`src/rtl/sdram_arb_pkg.sv`:
```
// Shared types and constants for the SDRAM port arbiter.
// The state encoding lives here so the arbiter and any debug logic decode it the same way.
package sdram_arb_pkg;

  typedef enum logic [1:0] {
    ST_IDLE    = 2'd0,
    ST_ISSUE   = 2'd1,
    ST_WAIT_RD = 2'd2,
    ST_DONE    = 2'd3
  } arb_state_e;

  localparam int DW             = 16;
  localparam int AW             = 32;
  localparam int CNT_W          = 16;
  localparam int RD_TIMEOUT_DEF = 100;

  // Width of a client index; a single client still needs a 1-bit index.
  function automatic int idx_w(input int n);
    return (n > 1) ? $clog2(n) : 1;
  endfunction

endpackage

```
`src/rtl/sdram_port_arbiter_rr.sv`:
```
// Combinational round-robin picker: searches upward from last_grant+1 and wraps,
// so the client served most recently has the lowest priority.
module rr_arbiter
  import sdram_arb_pkg::*;
#(
  parameter int NCLI = 2
) (
  input  logic [NCLI-1:0]         req_i,
  input  logic [idx_w(NCLI)-1:0]  last_grant_i,
  output logic [idx_w(NCLI)-1:0]  grant_o,
  output logic                    valid_o
);

  localparam int GW = idx_w(NCLI);

  int              cand;
  logic [GW-1:0]   cand_idx;

  // Walk the offsets from farthest to nearest so the nearest requester wins.
  always_comb begin
    grant_o  = '0;
    valid_o  = 1'b0;
    cand     = 0;
    cand_idx = '0;
    for (int k = NCLI; k >= 1; k--) begin
      cand     = (int'(last_grant_i) + k) % NCLI;
      cand_idx = GW'(cand);
      if (req_i[cand_idx]) begin
        grant_o = cand_idx;
        valid_o = 1'b1;
      end
    end
  end

endmodule

```
`src/rtl/sdram_port_arbiter.sv`:
```
// Multi-client front end for an Avalon-MM SDRAM port: one transaction in flight,
// round-robin client selection, and a read timeout that completes with an error pulse.
module sdram_port_arbiter
  import sdram_arb_pkg::*;
#(
  parameter int NCLI       = 2,
  parameter int RD_TIMEOUT = RD_TIMEOUT_DEF
) (
  input  logic                 clk,
  input  logic                 reset_n,
  input  logic [NCLI-1:0]      cli_req,
  input  logic [NCLI-1:0]      cli_wr,
  input  logic [AW*NCLI-1:0]   cli_addr,
  input  logic [DW*NCLI-1:0]   cli_wdata,
  output logic [NCLI-1:0]      cli_ack,
  output logic [NCLI-1:0]      cli_err,
  output logic [DW-1:0]        cli_rdata,
  output logic                 busy,
  output logic [AW-1:0]        master_address,
  output logic [1:0]           master_byteenable,
  output logic                 master_read,
  output logic                 master_write,
  output logic [DW-1:0]        master_writedata,
  input  logic                 master_waitrequest,
  input  logic [DW-1:0]        master_readdata,
  input  logic                 master_readdatavalid
);

  localparam int              GW      = idx_w(NCLI);
  localparam logic [CNT_W-1:0] TO_LAST = CNT_W'(RD_TIMEOUT - 1);

  arb_state_e        state_q;
  logic [GW-1:0]     last_grant_q, grant_q;
  logic              wr_q;
  logic [CNT_W-1:0]  cnt_q, cnt_d;
  logic [NCLI-1:0]   cli_ack_q, cli_err_q;
  logic [DW-1:0]     cli_rdata_q;
  logic              busy_q, master_read_q, master_write_q;
  logic [AW-1:0]     master_address_q;
  logic [DW-1:0]     master_writedata_q;

  logic [GW-1:0]     gnt_idx;
  logic              gnt_valid;
  logic              sel_wr;
  logic [AW-1:0]     sel_addr;
  logic [DW-1:0]     sel_wdata;
  logic [NCLI-1:0]   grant_oh;

  rr_arbiter #(.NCLI(NCLI)) u_rr (
    .req_i        (cli_req),
    .last_grant_i (last_grant_q),
    .grant_o      (gnt_idx),
    .valid_o      (gnt_valid)
  );

  always_comb begin
    sel_wr    = 1'b0;
    sel_addr  = '0;
    sel_wdata = '0;
    for (int i = 0; i < NCLI; i++) begin
      if (gnt_idx == GW'(i)) begin
        sel_wr    = cli_wr[i];
        sel_addr  = cli_addr[i*AW +: AW];
        sel_wdata = cli_wdata[i*DW +: DW];
      end
    end
  end

  assign grant_oh = NCLI'(1) << grant_q;
  assign cnt_d    = cnt_q + CNT_W'(1);

  always_ff @(posedge clk or negedge reset_n) begin
    if (!reset_n) begin
      state_q            <= ST_IDLE;
      last_grant_q       <= GW'(NCLI - 1);
      grant_q            <= '0;
      wr_q               <= 1'b0;
      cnt_q              <= '0;
      cli_ack_q          <= '0;
      cli_err_q          <= '0;
      cli_rdata_q        <= '0;
      busy_q             <= 1'b0;
      master_read_q      <= 1'b0;
      master_write_q     <= 1'b0;
      master_address_q   <= '0;
      master_writedata_q <= '0;
    end else begin
      cli_ack_q <= '0;
      cli_err_q <= '0;
      unique case (state_q)
        ST_IDLE: begin
          if (gnt_valid) begin
            grant_q            <= gnt_idx;
            wr_q               <= sel_wr;
            master_address_q   <= sel_addr;
            master_writedata_q <= sel_wdata;
            master_read_q      <= !sel_wr;
            master_write_q     <= sel_wr;
            busy_q             <= 1'b1;
            state_q            <= ST_ISSUE;
          end
        end
        ST_ISSUE: begin
          if (!master_waitrequest) begin
            master_read_q  <= 1'b0;
            master_write_q <= 1'b0;
            cnt_q          <= '0;
            if (wr_q) begin
              cli_ack_q <= grant_oh;
              state_q   <= ST_DONE;
            end else begin
              state_q   <= ST_WAIT_RD;
            end
          end
        end
        ST_WAIT_RD: begin
          cnt_q <= cnt_d;
          // Valid data wins over a timeout landing in the same cycle.
          if (master_readdatavalid) begin
            cli_rdata_q <= master_readdata;
            cli_ack_q   <= grant_oh;
            state_q     <= ST_DONE;
          end else if (cnt_d == TO_LAST) begin
            cli_ack_q <= grant_oh;
            cli_err_q <= grant_oh;
            state_q   <= ST_DONE;
          end
        end
        ST_DONE: begin
          last_grant_q <= grant_q;
          busy_q       <= 1'b0;
          state_q      <= ST_IDLE;
        end
        default: state_q <= ST_IDLE;
      endcase
    end
  end

  assign cli_ack           = cli_ack_q;
  assign cli_err           = cli_err_q;
  assign cli_rdata         = cli_rdata_q;
  assign busy              = busy_q;
  assign master_address    = master_address_q;
  assign master_byteenable = 2'b11;
  assign master_read       = master_read_q;
  assign master_write      = master_write_q;
  assign master_writedata  = master_writedata_q;

endmodule
```
`config.mk`:
```
export PLATFORM = sky130hd
export DESIGN_NAME = sdram_port_arbiter
export DESIGN_NICKNAME = d
export VERILOG_FILES = /design/src/rtl/sdram_arb_pkg.sv /design/src/rtl/sdram_port_arbiter_rr.sv /design/src/rtl/sdram_port_arbiter.sv
export SDC_FILE = /design/constraint.sdc
export NUM_CORES = 1
export LEC_CHECK = 0
export ABC_AREA = 1
export CORE_ASPECT_RATIO = 1.5
export CORE_UTILIZATION = 46
export CTS_CLUSTER_DIAMETER = 120
export DETAILED_ROUTE_END_ITERATION = 12
export MAX_ROUTING_LAYER = met4
export PLACE_DENSITY_LB_ADDON = 0.08
export SLEW_MARGIN = 40
export SYNTH_ARGS = -nofsm -noshare
export SYNTH_HDL_FRONTEND = slang
export SYNTH_HIERARCHICAL = 1
export SYNTH_SLANG_ARGS = --single-unit
```
`constraint.sdc`:
```
create_clock -name clk -period 3.42 [get_ports clk]
set_input_delay 0.513 -clock clk [delete_from_list [all_inputs] [get_ports clk]]
set_output_delay 0.513 -clock clk [all_outputs]
set_load 0.02 [all_outputs]
```
* Word-level counts from Yosys, hierarchy flattened
Cells that the tools add are included.
** Storage, ports and cells
- Register bits :: 92
- Output and inout bits :: 73
- Logic and storage cells :: 70
** Cells by class
- Add/sub/neg operators :: 3
- $lt $le $gt $ge :: 2
- Equality and inequality tests :: 7
- Shift-type cells :: 1
- Muxes and demuxes :: 33
- Reductions and logical operators :: 11
** Operator list (number)
- 16-bit 2-to-1 mux :: 2
- 32-bit 2-to-1 mux :: 1
- 16-bit case mux with 2 select lines :: 1
- 2-bit 2-to-1 mux :: 10
- 16-bit by 1-bit adder with 16-bit output, second input constant :: 1
- 16-bit by 7-bit equality test with 1-bit output, second input constant :: 1
- 1-bit 2-to-1 mux :: 14
- 2-bit case mux with 4 select lines :: 1
- 2-bit AND reduction :: 4
- 1-bit case mux with 2 select lines :: 3
- 3-bit AND reduction :: 2
- 2-bit nonzero test :: 3
- 2-bit equality test, second input constant :: 2
- 1-bit by 2-bit < comparator with 1-bit output, second input constant :: 2
- 2-bit != test, second input constant :: 2
- 2-bit case mux with 2 select lines :: 1
- 3-bit != test, second input constant :: 1
- 1-bit adder, second input constant :: 2
- 2-bit by 1-bit equality test with 1-bit output, second input constant :: 1
- 2-bit logical NOT :: 1
- 1-bit by 1-bit << shifter with 2-bit output, first input constant :: 1
- 1-bit logical NOT :: 1

* Longest topological paths before layout
Gate-level depths: netlist of the first run.
- Word-level depth :: 9
- Gate-level depth with buffers :: 14
- Depth with buffers taken out :: 14

* Cells and area by module
Netlist of the first run, hierarchy kept.
** By module, submodules not included
- sdram_port_arbiter :: instances 1, cells each 527, area each 4426.7 um^2, sequential area each 2303.5 um^2
- rr_arbiter :: instances 1, cells each 3, area each 15.0 um^2, sequential area each 0.0 um^2

* Worst setup path before layout of the first run
OpenSTA, ideal clock, no wires.
- Path kind :: register -> register
- From :: reg state_q[0]
- To :: reg cli_rdata_q[10], in the netlist cli_rdata[10]
- Library setup time :: 0.125 ns
- Arrival time :: 1.631 ns
- Data required time :: 3.295 ns
- Path slack :: 1.665 ns
- Cell stages (with the launch flop) :: 6
- Period minus slack after synthesis :: 1.755 ns
- Cells stage by stage :: dfrtp_1 -> inv_1 -> ha_1 -> nand2_1 -> clkbuf_1 -> mux2_2
** Between the ends
- Word-level cells in the longest chain between the ends :: 2
** RTL lines
- start, declared :: line sdram_port_arbiter.sv:32 : arb_state_e state_q;
- start signal, assigned :: line sdram_port_arbiter.sv:74 : state_q <= ST_IDLE;
- start signal, assigned :: line sdram_port_arbiter.sv:100 : state_q <= ST_ISSUE;
- start signal, assigned :: line sdram_port_arbiter.sv:110 : state_q <= ST_DONE;
- 2-bit equality test :: line sdram_port_arbiter.sv:90 : unique case (state_q)
- 2-bit AND reduction (no line)
- end signal, assigned :: line sdram_port_arbiter.sv:120 : cli_rdata_q <= master_readdata;
- end, declared :: line sdram_port_arbiter.sv:37 : logic [DW-1:0] cli_rdata_q;
No other way between the ends.
A chain may end at the register's enable or synchronous reset.

* Final worst setup path of the first run
- From :: in cli_req[0]
- To :: reg master_read_q, in the netlist master_read
** Between the ends
- Elaborated cells between the ends (all ways) :: 14
** RTL lines
- start, declared :: line sdram_port_arbiter.sv:11 : input logic [NCLI-1:0] cli_req,
- 1-bit 2-to-1 mux (not written as such) (2 in a row) :: line sdram_port_arbiter_rr.sv:28 : if (req_i[cand_idx]) begin
- 1-bit 2-to-1 mux :: line sdram_port_arbiter_rr.sv:28
- 1-bit 2-to-1 mux * :: line sdram_port_arbiter_rr.sv:28
- via gnt_valid :: line sdram_port_arbiter.sv:43 : logic gnt_valid;
- 2-bit != test (no line) *
- 3-bit AND reduction (no line) *
- end signal, assigned :: line sdram_port_arbiter.sv:97 : master_read_q <= !sel_wr;
- end, declared :: line sdram_port_arbiter.sv:38 : logic busy_q, master_read_q, master_write_q;
The timed path passes the listed nets; every way through them passes the cells marked *. The select of a mux whose other input is x is not followed.

==> results of run 1 <==
per-stage QoR:
step | worst slack, ns | utilization
after floorplan | 1.665 | -
after global placement | 1.028 | 0.6938
after detailed placement | 0.9591 | 0.6938
after CTS | 1.295 | 0.7316
after global routing | 1.209 | 0.7316
final | 1.289 | 0.7316
path summary, 6_finish.rpt:
kind | from | endpoint
max | cli_req[0] | master_read$_DFFE_PN0P_
min reg2reg | cli_rdata[3]$_DFFE_PN0P_ | cli_rdata[3]$_DFFE_PN0P_
max in group asynchronous | reset_n | master_address[19]$_DFFE_PN0P_
min in group clk | cli_rdata[3]$_DFFE_PN0P_ | cli_rdata[3]$_DFFE_PN0P_
max reg2reg | state_q[1]$_DFFE_PN0P_ | cnt_q[15]$_DFFE_PN0P_
min | reset_n | cnt_q[8]$_DFFE_PN0P_
metal layers:
| metal | wire [um] | vias up |
|---|---|---|
| met5 | 0 | - |
| li1 | - | 2108 |
| met4 | 524 | 0 |
| met3 | 752 | 39 |
| met1 | 4890 | 2115 |
| met2 | 6985 | 175 |
cell usage in the layout, fill, tap and decap left out, drive strengths merged:
cell type and count:
buf 9, mux2 16, clkinv 2, nand2 111, bufinv 3, nor3 3
dfstp 1, a21boi 1, nand3 17, o21ai 13, nand4 7, nor2 78
conb 2, xor2 2, a21oi 101, dfrtp 91, clkbuf 12, clkdlybuf4s50 189
o22ai 12, or2 2, o211ai 1, ha 6, o21a 1, inv 40
synth_stat cells, types with 5 or more instances:
master	instances	share of area
nand2_1	105	0.089
a21oi_1	100	0.11
dfrtp_1	91	0.51
nor2_1	70	0.059
inv_1	39	0.033
clkbuf_1	22	0.019
mux2_2	16	0.041
nand3_1	15	0.017
o21ai_0	12	0.014
o22ai_1	12	0.017
nand4_1	7	0.0099
ha_1	6	0.017
nor2_2	6	0.0085
nand2_2	5	0.0070
layout make-up:
| class | count | area, um^2 |
|---|---|---|
| tap | 112 | 140.1 |
| timing repair buffer | 198 | 1959 |
| clock inverter | 4 | 95.09 |
| sequential | 92 | 2303 |
| fill | 740 | 2499 |
| clock buffer | 12 | 256.5 |
| inverter | 41 | 153.9 |
| multi-input combinational | 373 | 1901 |
state kept, by name, summed over array words and instances, names as in the netlist:
signal,count
grant_q,1
cli_rdata,16
master_read,1
wr_q,1
cnt_q,16
master_write,1
master_address,32
cli_ack,2
last_grant_q,1
busy,1
state_q,2
master_writedata,16
cli_err,2
worst register-to-register path: stages, from the launching register on:
cell and delay, ns:
dfrtp_1 0.41, inv_1 0.11, ha_1 0.27, inv_1 0.12, a21oi_1 0.56, buf_4 0.29, o22ai_1 0.09
logic make-up (layout without fill, tap and decap cells):
group,count (synthesis),count (layout),synth area share
adder cells (fa/ha/maj),6,6,0.01690
multiplexers,16,16,0.04056
other,1,2,0.0008443
AO/OA/AOI/OAI,129,129,0.1521
XOR/XNOR,2,2,0.003944
buffers and inverters,66,255,0.05746
AND/OR/NAND/NOR,218,218,0.2096
flip-flops,92,92,0.5186
power breakdown:
| part | total (mW) | leakage, nW | switching, mW | internal (mW) |
|---|---|---|---|---|
| Sequential | 1.82 | 1.10 | 0.274 | 1.55 |
| Combinational | 2.81 | 1.62 | 1.55 | 1.26 |
| Clock | 1.17 | 0.173 | 0.415 | 0.754 |
| Total | 5.80 | 2.89 | 2.23 | 3.57 |
==> impl_metrics.toml, run 1 <==
[status]
outcome = "finished clean"

[sta]
min_period_over_period = 0.6230
finalSetupTns_ns = 0
fin_hold_ws_ns = 0.05373
timing.fmax_ghz = 0.4693
period_needed_ns = 2.131
slew_headroom = 0.5612
rsz0062_at_grt = "false"
slew_viol_final = 0
setup_viol = 0
finClkSkew_ns = 0.007451
final_hold_viol_count = 0
tightest_slew_ns = 0.6581

[power]
peakVddDrop_uv = 447.2
power_mw = 5.803
power_leakage_nw = 2.892
power_density_mw_per_mm2 = 852.3

[place]
dp_hpwl_um = 9506
io_buffers = 190
gp_congestion = 0.8401
dpl.cell_count = 816
dpl_cell_area_mm2 = 0.006457

[cts]
postCtsSetupBuffers = 0
ctsResizeCount = 0
root_buffer = "clkbuf_16"
clockBufferDepth = 2
cts_tree = "built"
clkSinkCount = 92
htreeDepth = 3
clock_latency_ns = 0.34
hold_buffers = 0
cts_buffers = 9
clk_pin_slew_ns = 0.06

[global_routing]
grt_usage = 0.2802
grt_use_met1 = 0.3106
grt_pass1_vias = 4529
gr-total-overflow = 0
met2_usage = 0.4731
met3_usage = 0.05651
top_usage_layer = "met2"
grt_pass1_wl_um = 20640
grt_max_degree = 53
antenna_found_initial = 0

[cells_and_area]
layout-drive-gt1-share = 0.08889
final_area_mm2 = 0.006809
num_antenna_cells = 0
final_nets = 841
syn_to_final_growth_pct = 53.30
layoutNonFillerInstCount = 832

[setup_path]
cpMaxStageDelayCell = "clkdlybuf4s50_1"
cp-start-kind = "input port"
max_stage_delay_ns = 0.49
critical_path_depth = 7
r2r_slack_ns = 1.44
endpoint_kind = "flop"
crit_fanout = 20
worstPathCellList = "clkdlybuf4s50_1 -> or2_1 -> nand2_2 -> clkinv_1 -> buf_4 -> nand3_1 -> o21ai_0"
reg2regPathDepth = 6
crit_buf_inv = 3
crit_family = "buffers and inverters"
worstSetupPathType = "in -> reg"
crit_required_ns = 3.63
crit_arrival_ns = 2.34

[synthesis]
synth-edff-count = 0
synth-seq-cells = 92
syn_area_mm2 = 0.004442
synthCells = 530
yosysWarnings = 6
seq_area_frac_synth = 0.5186
synth_flop_cell = "dfrtp_1"
postSynthAreaPerCell_um2 = 8.381
synth_cell_types = 33
ys_async_sr_fraction = 1.000

[floorplanning]
fp.dieW_um = 82.23
die-area_mm2 = 0.01006
start_util = 0.4772
core_mm2 = 0.009308
die_y_um = 122.4
io_pins = 193
rows = 43

[job]
maxCapViolations = 0

[route]
routed_wl_um = 13150
via_per_inst = 5.333
ant_nets = 0
vias = 4437
drc_errors = 0
drtIter0Drc = 255
dr.pass1.iters = 5
wire_per_inst_um = 15.81

[min_path]
worstHoldPathType = "in -> async"
Note: power is estimated with default switching activity, not from simulation.
==> run 2: changes to the inputs <==
--- a/config.mk
+++ b/config.mk
@@ -7,7 +7,7 @@
 export LEC_CHECK = 0
 export ABC_AREA = 1
 export CORE_ASPECT_RATIO = 1.5
-export CORE_UTILIZATION = 46
+export CORE_UTILIZATION = 43
 export CTS_CLUSTER_DIAMETER = 120
 export DETAILED_ROUTE_END_ITERATION = 12
 export MAX_ROUTING_LAYER = met4
==> constraint.sdc (replaced) <==
create_clock -name clk -period 2.2 [get_ports clk]
set_input_delay 0.33 -clock clk [delete_from_list [all_inputs] [get_ports clk]]
set_output_delay 0.33 -clock clk [all_outputs]
set_load 0.02 [all_outputs]
==> run 2 against run 1 <==
Non-clock buffer count is 2 higher; global-route usage is 2.2 points lower; hold slack better by 0.45 ns; largest cell class unchanged; final cell count is 0.84% higher; sequential share of layout area is 0.17 points lower; flip-flop and latch count stayed put; critical path type is now reg -> reg; combinational power is 58% higher; cell area is 0.51% higher.
==> impl_metrics.toml, run 2 (synthesized netlist as in run 1, its figures left out) <==
[setup_path]
endpoint_kind = "flop"
cpMaxStageDelayCell = "dfrtp_1"
max_stage_delay_ns = 0.42
rr_endpoint = "state_q[0]$_DFFE_PN0P_"
cp-startpoint = "cnt_q[1]$_DFFE_PN0P_"
crit_required_ns = 2.43
crit_arrival_ns = 2.15
worstPathCellList = "ha_1 -> nand3_2 -> nor2_2 -> xor2_1 -> nand3_1 -> nor2_2 -> nand2_2 -> nand3_2 -> nand2_2 -> nand2_1 -> nand2_1"
worstSetupPathType = "reg -> reg"
crit_path_end = "state_q[0]$_DFFE_PN0P_"
reg2regPathDepth = 11
rr_startpoint = "cnt_q[1]$_DFFE_PN0P_"
crit_fanout = 5
r2r_slack_ns = 0.28
cp-start-kind = "flop"

[cells_and_area]
largest_reg_flops = 32
final_nets = 843
syn_to_final_growth_pct = 54.08
layout_commonest_cell = "clkdlybuf4s50_1"
layout-drive-gt1-share = 0.09141
nFillCells = 834
final_cell_mix = "clkdlybuf4s50_1 (189), nand2_1 (104), a21oi_1 (99), dfrtp_1 (91), nor2_1 (70)"
final_area_mm2 = 0.006844
num_antenna_cells = 0

[cts]
clk_pin_slew_ns = 0.07
clock_latency_ns = 0.34
postCtsSetupBuffers = 0
htreeDepth = 3
cts_tree = "built"
root_buffer = "clkbuf_16"
clkSinkCount = 92
ctsResizeCount = 0
cts_buffers = 9
hold_buffers = 1
clockBufferDepth = 2

[sta]
finClkSkew_ns = 0.008594
setup_viol = 0
min_period_over_period = 0.8735
finalSetupTns_ns = 0
tightest_slew_ns = 0.5298
rsz0062_at_grt = "false"
period_needed_ns = 1.922
slew_viol_final = 0
setup_ws_ns = 0.2783
fin_hold_ws_ns = 0.4999
final_hold_viol_count = 0
slew_headroom = 0.6468
timing.fmax_ghz = 0.5204

[global_routing]
antenna_found_initial = 0
gr-total-overflow = 0
grt_usage = 0.2584
grt_pass1_vias = 4522
grt_max_degree = 54
grt_pass1_wl_um = 21180

[power]
power_mw = 8.856
power_density_mw_per_mm2 = 1294
peakVddDrop_uv = 644.5
power_leakage_nw = 2.897

[job]
maxCapViolations = 0

[route]
wire_per_inst_um = 15.37
via_per_inst = 5.206
drc_errors = 0
dr.pass1.iters = 4
drtIter0Drc = 205
routed_wl_um = 12900
ant_nets = 0
vias = 4368

[floorplanning]
io_pins = 193
die-area_mm2 = 0.01075
core_mm2 = 0.01008
start_util = 0.4407
fp.dieW_um = 84.99
rows = 45
die_y_um = 126.5

[place]
io_buffers = 190
gp_congestion = 0.9259
detailedPlace.worstSlack_ns = 0.3071
dp_hpwl_um = 9418
dpl_cell_area_mm2 = 0.006521

[min_path]
worstHoldPathType = "in -> async"

[status]
outcome = "finished clean"
[run 2: cell count changes in the layout (fill, tap and decap cells not counted), sizes merged]
cell | before | now
buf | 9 | 10
bufinv | 3 | 1
clkbuf | 12 | 11
clkinv | 2 | 4
clkinvlp | 0 | 1
dlygate4sd3 | 0 | 1
[run 2: critical path, delay by kind of cell (launching register included)]
kind                       cells  cell delay, ns
and+or+nand+nor                9            0.92
DFF                            1            0.42
adders and majority gates      1            0.23
xor gates and xnor gates       1            0.22
[run 2: cell type report]
type	instances	area (um^2)	share of cell area
Timing Repair Buffer	200	2027	0.2962
Sequential cell	92	2303	0.3366
Clock buffer	11	252.7	0.03693
Multi-Input combinational cell	373	1901	0.2777
Tap cell	117	146.4	0.02139
Clock inverter	5	60.06	0.008775
Inverter	41	153.9	0.02249
[run 2: per-layer routing]
layer | part of all wire | up-vias | track usage
li1 | - | 2112 | -
met1 | 0.38 | 2085 | 0.2830
met2 | 0.53 | 143 | 0.4440
met3 | 0.056 | 28 | 0.05791
met4 | 0.029 | 0 | 0.1176
met5 | 0 | - | -
[run 2: worst min path at each step]
stage / slack, ns / endpoint / startpoint / cells after the start
after floorplan: 0.03 / busy$_DFFE_PN0P_ / reset_n / 0
after global placement: 0.34 / cnt_q[8]$_DFFE_PN0P_ / reset_n / 1
after detailed placement: 0.34 / cnt_q[8]$_DFFE_PN0P_ / reset_n / 1
after CTS: 0.51 / cli_rdata[10]$_DFFE_PN0P_ / cli_rdata[10]$_DFFE_PN0P_ / 1
after global routing: 0.52 / cli_rdata[8]$_DFFE_PN0P_ / cli_rdata[8]$_DFFE_PN0P_ / 1
final: 0.50 / cnt_q[6]$_DFFE_PN0P_ / reset_n / 2
[run 2: power by group]
group	leakage [nW]	switching [mW]	total [mW]	internal [mW]
Sequential	1.10	0.406	2.82	2.41
Combinational	1.65	2.41	4.44	2.03
Clock	0.152	0.659	1.60	0.945
Total	2.90	3.47	8.86	5.38
[run 2: stage by stage]
| step | utilization | std cells |
|---|---|---|
| finish | 0.6791 | 839 |
| global route | 0.6791 | 839 |
| CTS | 0.6791 | 839 |
| detailed placement | 0.6471 | 822 |
| global placement | 0.6471 | 822 |
| floorplan | - | 531 |
==> run 3: changes to the inputs <==
--- a/config.mk
+++ b/config.mk
@@ -7,6 +7,7 @@
 export LEC_CHECK = 0
 export ABC_AREA = 1
 export CORE_ASPECT_RATIO = 1.5
+export CORE_MARGIN = 2
 export CORE_UTILIZATION = 43
 export CTS_CLUSTER_DIAMETER = 120
 export DETAILED_ROUTE_END_ITERATION = 12
==> constraint.sdc (replaced) <==
create_clock -name clk -period 1.87 [get_ports clk]
set_input_delay 0.187 -clock clk [delete_from_list [all_inputs] [get_ports clk]]
set_output_delay 0.187 -clock clk [all_outputs]
set_load 0.02 [all_outputs]
==> run 3 against run 2 <==
Wire length up 6.8%; worst setup slack worse by 0.26 ns; global-route usage up 0.20 points; critical path depth is 1 lower; die area rose by 4.0%; non-clock buffer count increased by 6; via count up 4.0%; first-iteration DRC count is 14% higher.
==> impl_metrics.toml, run 3 (synthesized netlist as in run 1, its figures left out) <==
[power]
power_leakage_nw = 2.931
pwr-share-comb = 0.508
internal_power_mw = 6.397
switching_share = 0.3927
power_density_mw_per_mm2 = 1507
p_seq_frac = 0.318
peakVddDrop_uv = 808.8
p_clk_frac = 0.173
switchingPower_mw = 4.137

[cts]
cts_buffers = 9
cts_tree = "built"
clk_pin_slew_ns = 0.06
clockBufferDepth = 2
clkSinkCount = 92
clock_latency_ns = 0.34
htreeDepth = 3
root_buffer = "clkbuf_16"

[setup_path]
crit_arrival_ns = 2.11
rr_endpoint = "cli_err[1]$_DFF_PN0_"
crit_family = "simple AND/OR/NAND/NOR gates"
crit_fanout = 5
r2r_slack_ns = 0.02
worstSetupPathType = "reg -> reg"
max_stage_delay_ns = 0.42
crit_buf_inv = 2
cp-start-kind = "flop"
worstPathCellList = "buf_6 -> nand2_2 -> nor2_4 -> buf_12 -> nand2_4 -> xor2_1 -> nand3_1 -> nor3_1 -> nand4_1 -> nor2_1"
crit_required_ns = 2.13
reg2regPathDepth = 10
cpMaxStageDelayCell = "dfrtp_2"
rr_startpoint = "cnt_q[1]$_DFFE_PN0P_"
endpoint_kind = "flop"

[sta]
finalSetupTns_ns = 0
finClkSkew_ns = 0.007305
slew_viol_final = 0
timing.fmax_ghz = 0.5399
rsz0062_at_grt = "true"
setup_viol = 0
min_period_over_period = 0.9904
period_needed_ns = 1.852
final_hold_viol_count = 0

[route]
ant_nets = 0
drc_errors = 0
vias = 4543
via_per_inst = 5.389
routed_wl_um = 13780
drtIter0Drc = 233
wire_per_inst_um = 16.35
dr.pass1.iters = 5

[floorplanning]
start_util = 0.4407
rows = 45
io_pins = 193
die_y_um = 128.5
die-area_mm2 = 0.01118
fp.dieW_um = 86.99
core_mm2 = 0.01008

[cells_and_area]
syn_to_final_growth_pct = 57.38
layoutNonFillerInstCount = 843
layout-drive-gt1-share = 0.1185
final_cell_mix = "clkdlybuf4s50_1 (189), nand2_1 (101), a21oi_1 (99), dfrtp_1 (89), nor2_1 (63)"
largest_reg_flops = 32
final_nets = 849
num_antenna_cells = 0
layout_commonest_cell = "clkdlybuf4s50_1"

[status]
outcome = "finished clean"

[place]
gp_congestion = 0.9178
io_buffers = 190
dpl.cell_count = 827
dp_hpwl_um = 10040

[global_routing]
grt_usage = 0.2604
antenna_found_initial = 0
gr-total-overflow = 0
grt_pass1_vias = 4783
grt_max_degree = 50
grt_pass1_wl_um = 22170

[min_path]
worstHoldPathType = "in -> async"

[job]
maxCapViolations = 0
-- run 3: changes by cell type in the layout (fill, tap and decap cells not counted), moves of 2 or more --
cell	before	now
clkinv_4	2	0
nand2_2	6	9
nand3_1	15	13
dfrtp_1	91	89
nor2_1	70	63
nand2_1	104	101
nor2_2	6	9
buf_12	4	6
nor2_4	2	6
buf_6	0	2
buf_4	6	8
dfrtp_2	0	2
nand3_4	0	2
-- run 3: worst register-to-register path, stage by stage (launching register included) --
cell     delay (ns)
dfrtp_2        0.42
buf_6          0.12
nand2_2        0.06
nor2_4         0.15
buf_12         0.13
nand2_4        0.07
xor2_1         0.19
nand3_1        0.15
nor3_1         0.20
nand4_1        0.16
nor2_1         0.14
-- run 3: power groups by stage --
stage	Sequential, mW	Clock, mW	Combinational (mW)
5_1_grt	3.45	1.93	5.82
3_5_place_dp	3.36	0	5.31
3_3_place_gp	3.30	0	5.23
4_1_cts	3.34	1.86	5.34
2_1_floorplan	4.20	0	1.86
6_report	3.35	1.83	5.35
-- run 3: worst max path at each step --
stage,to,cells after the start,from
2_1_floorplan,cli_rdata[10]$_DFFE_PN0P_,5,state_q[0]$_DFFE_PN0P_
3_3_place_gp,state_q[0]$_DFFE_PN0P_,14,cnt_q[1]$_DFFE_PN0P_
3_5_place_dp,state_q[0]$_DFFE_PN0P_,14,cnt_q[1]$_DFFE_PN0P_
4_1_cts,state_q[0]$_DFFE_PN0P_,14,cnt_q[1]$_DFFE_PN0P_
5_1_grt,state_q[1]$_DFFE_PN0P_,14,cnt_q[1]$_DFFE_PN0P_
6_report,cli_err[1]$_DFF_PN0_,10,cnt_q[1]$_DFFE_PN0P_
-- run 3: final cells by class --
| type | instances | area (um^2) |
|---|---|---|
| Multi-Input combinational cell | 373 | 1988 |
| Clock buffer | 12 | 256.5 |
| Inverter | 41 | 153.9 |
| Timing Repair Buffer | 206 | 2105 |
| Fill cell | 821 | 3088 |
| Sequential cell | 92 | 2306 |
| Clock inverter | 2 | 35.03 |
| Tap cell | 117 | 146.4 |
-- run 3: timing repair --
item	in CTS	in global routing
endpoints found under the hold margin	33	0
gates resized for setup	0	26
endpoints found under the setup margin	0	6
hold buffers	1	0
buffers inserted	0	1
-- run 3: layer usage --
metal | share of wire | vias to the layer above | global-route usage
li1 | - | 2121 | -
met5 | 0 | - | -
met2 | 0.53 | 207 | 0.4432
met4 | 0.037 | 0 | 0.1149
met1 | 0.36 | 2165 | 0.2846
met3 | 0.067 | 50 | 0.06350
-- run 3: stage by stage --
step | hold WS, ns | power [mW] | setup WS, ns | instance area, um^2 | util
3_5_place_dp | 0.1721 | 8.672 | 0.05175 | 6571 | 0.6520
6_report | 0.3413 | 10.53 | 0.01790 | 6990 | 0.6936
5_1_grt | 0.3791 | 11.20 | -0.1434 | 6990 | 0.6936
3_3_place_gp | 0.1707 | 8.530 | 0.1172 | 6571 | 0.6520
2_1_floorplan | -0.1086 | 6.064 | 0.1146 | 4446 | -
4_1_cts | 0.3552 | 10.54 | 0.002448 | 6873 | 0.6819
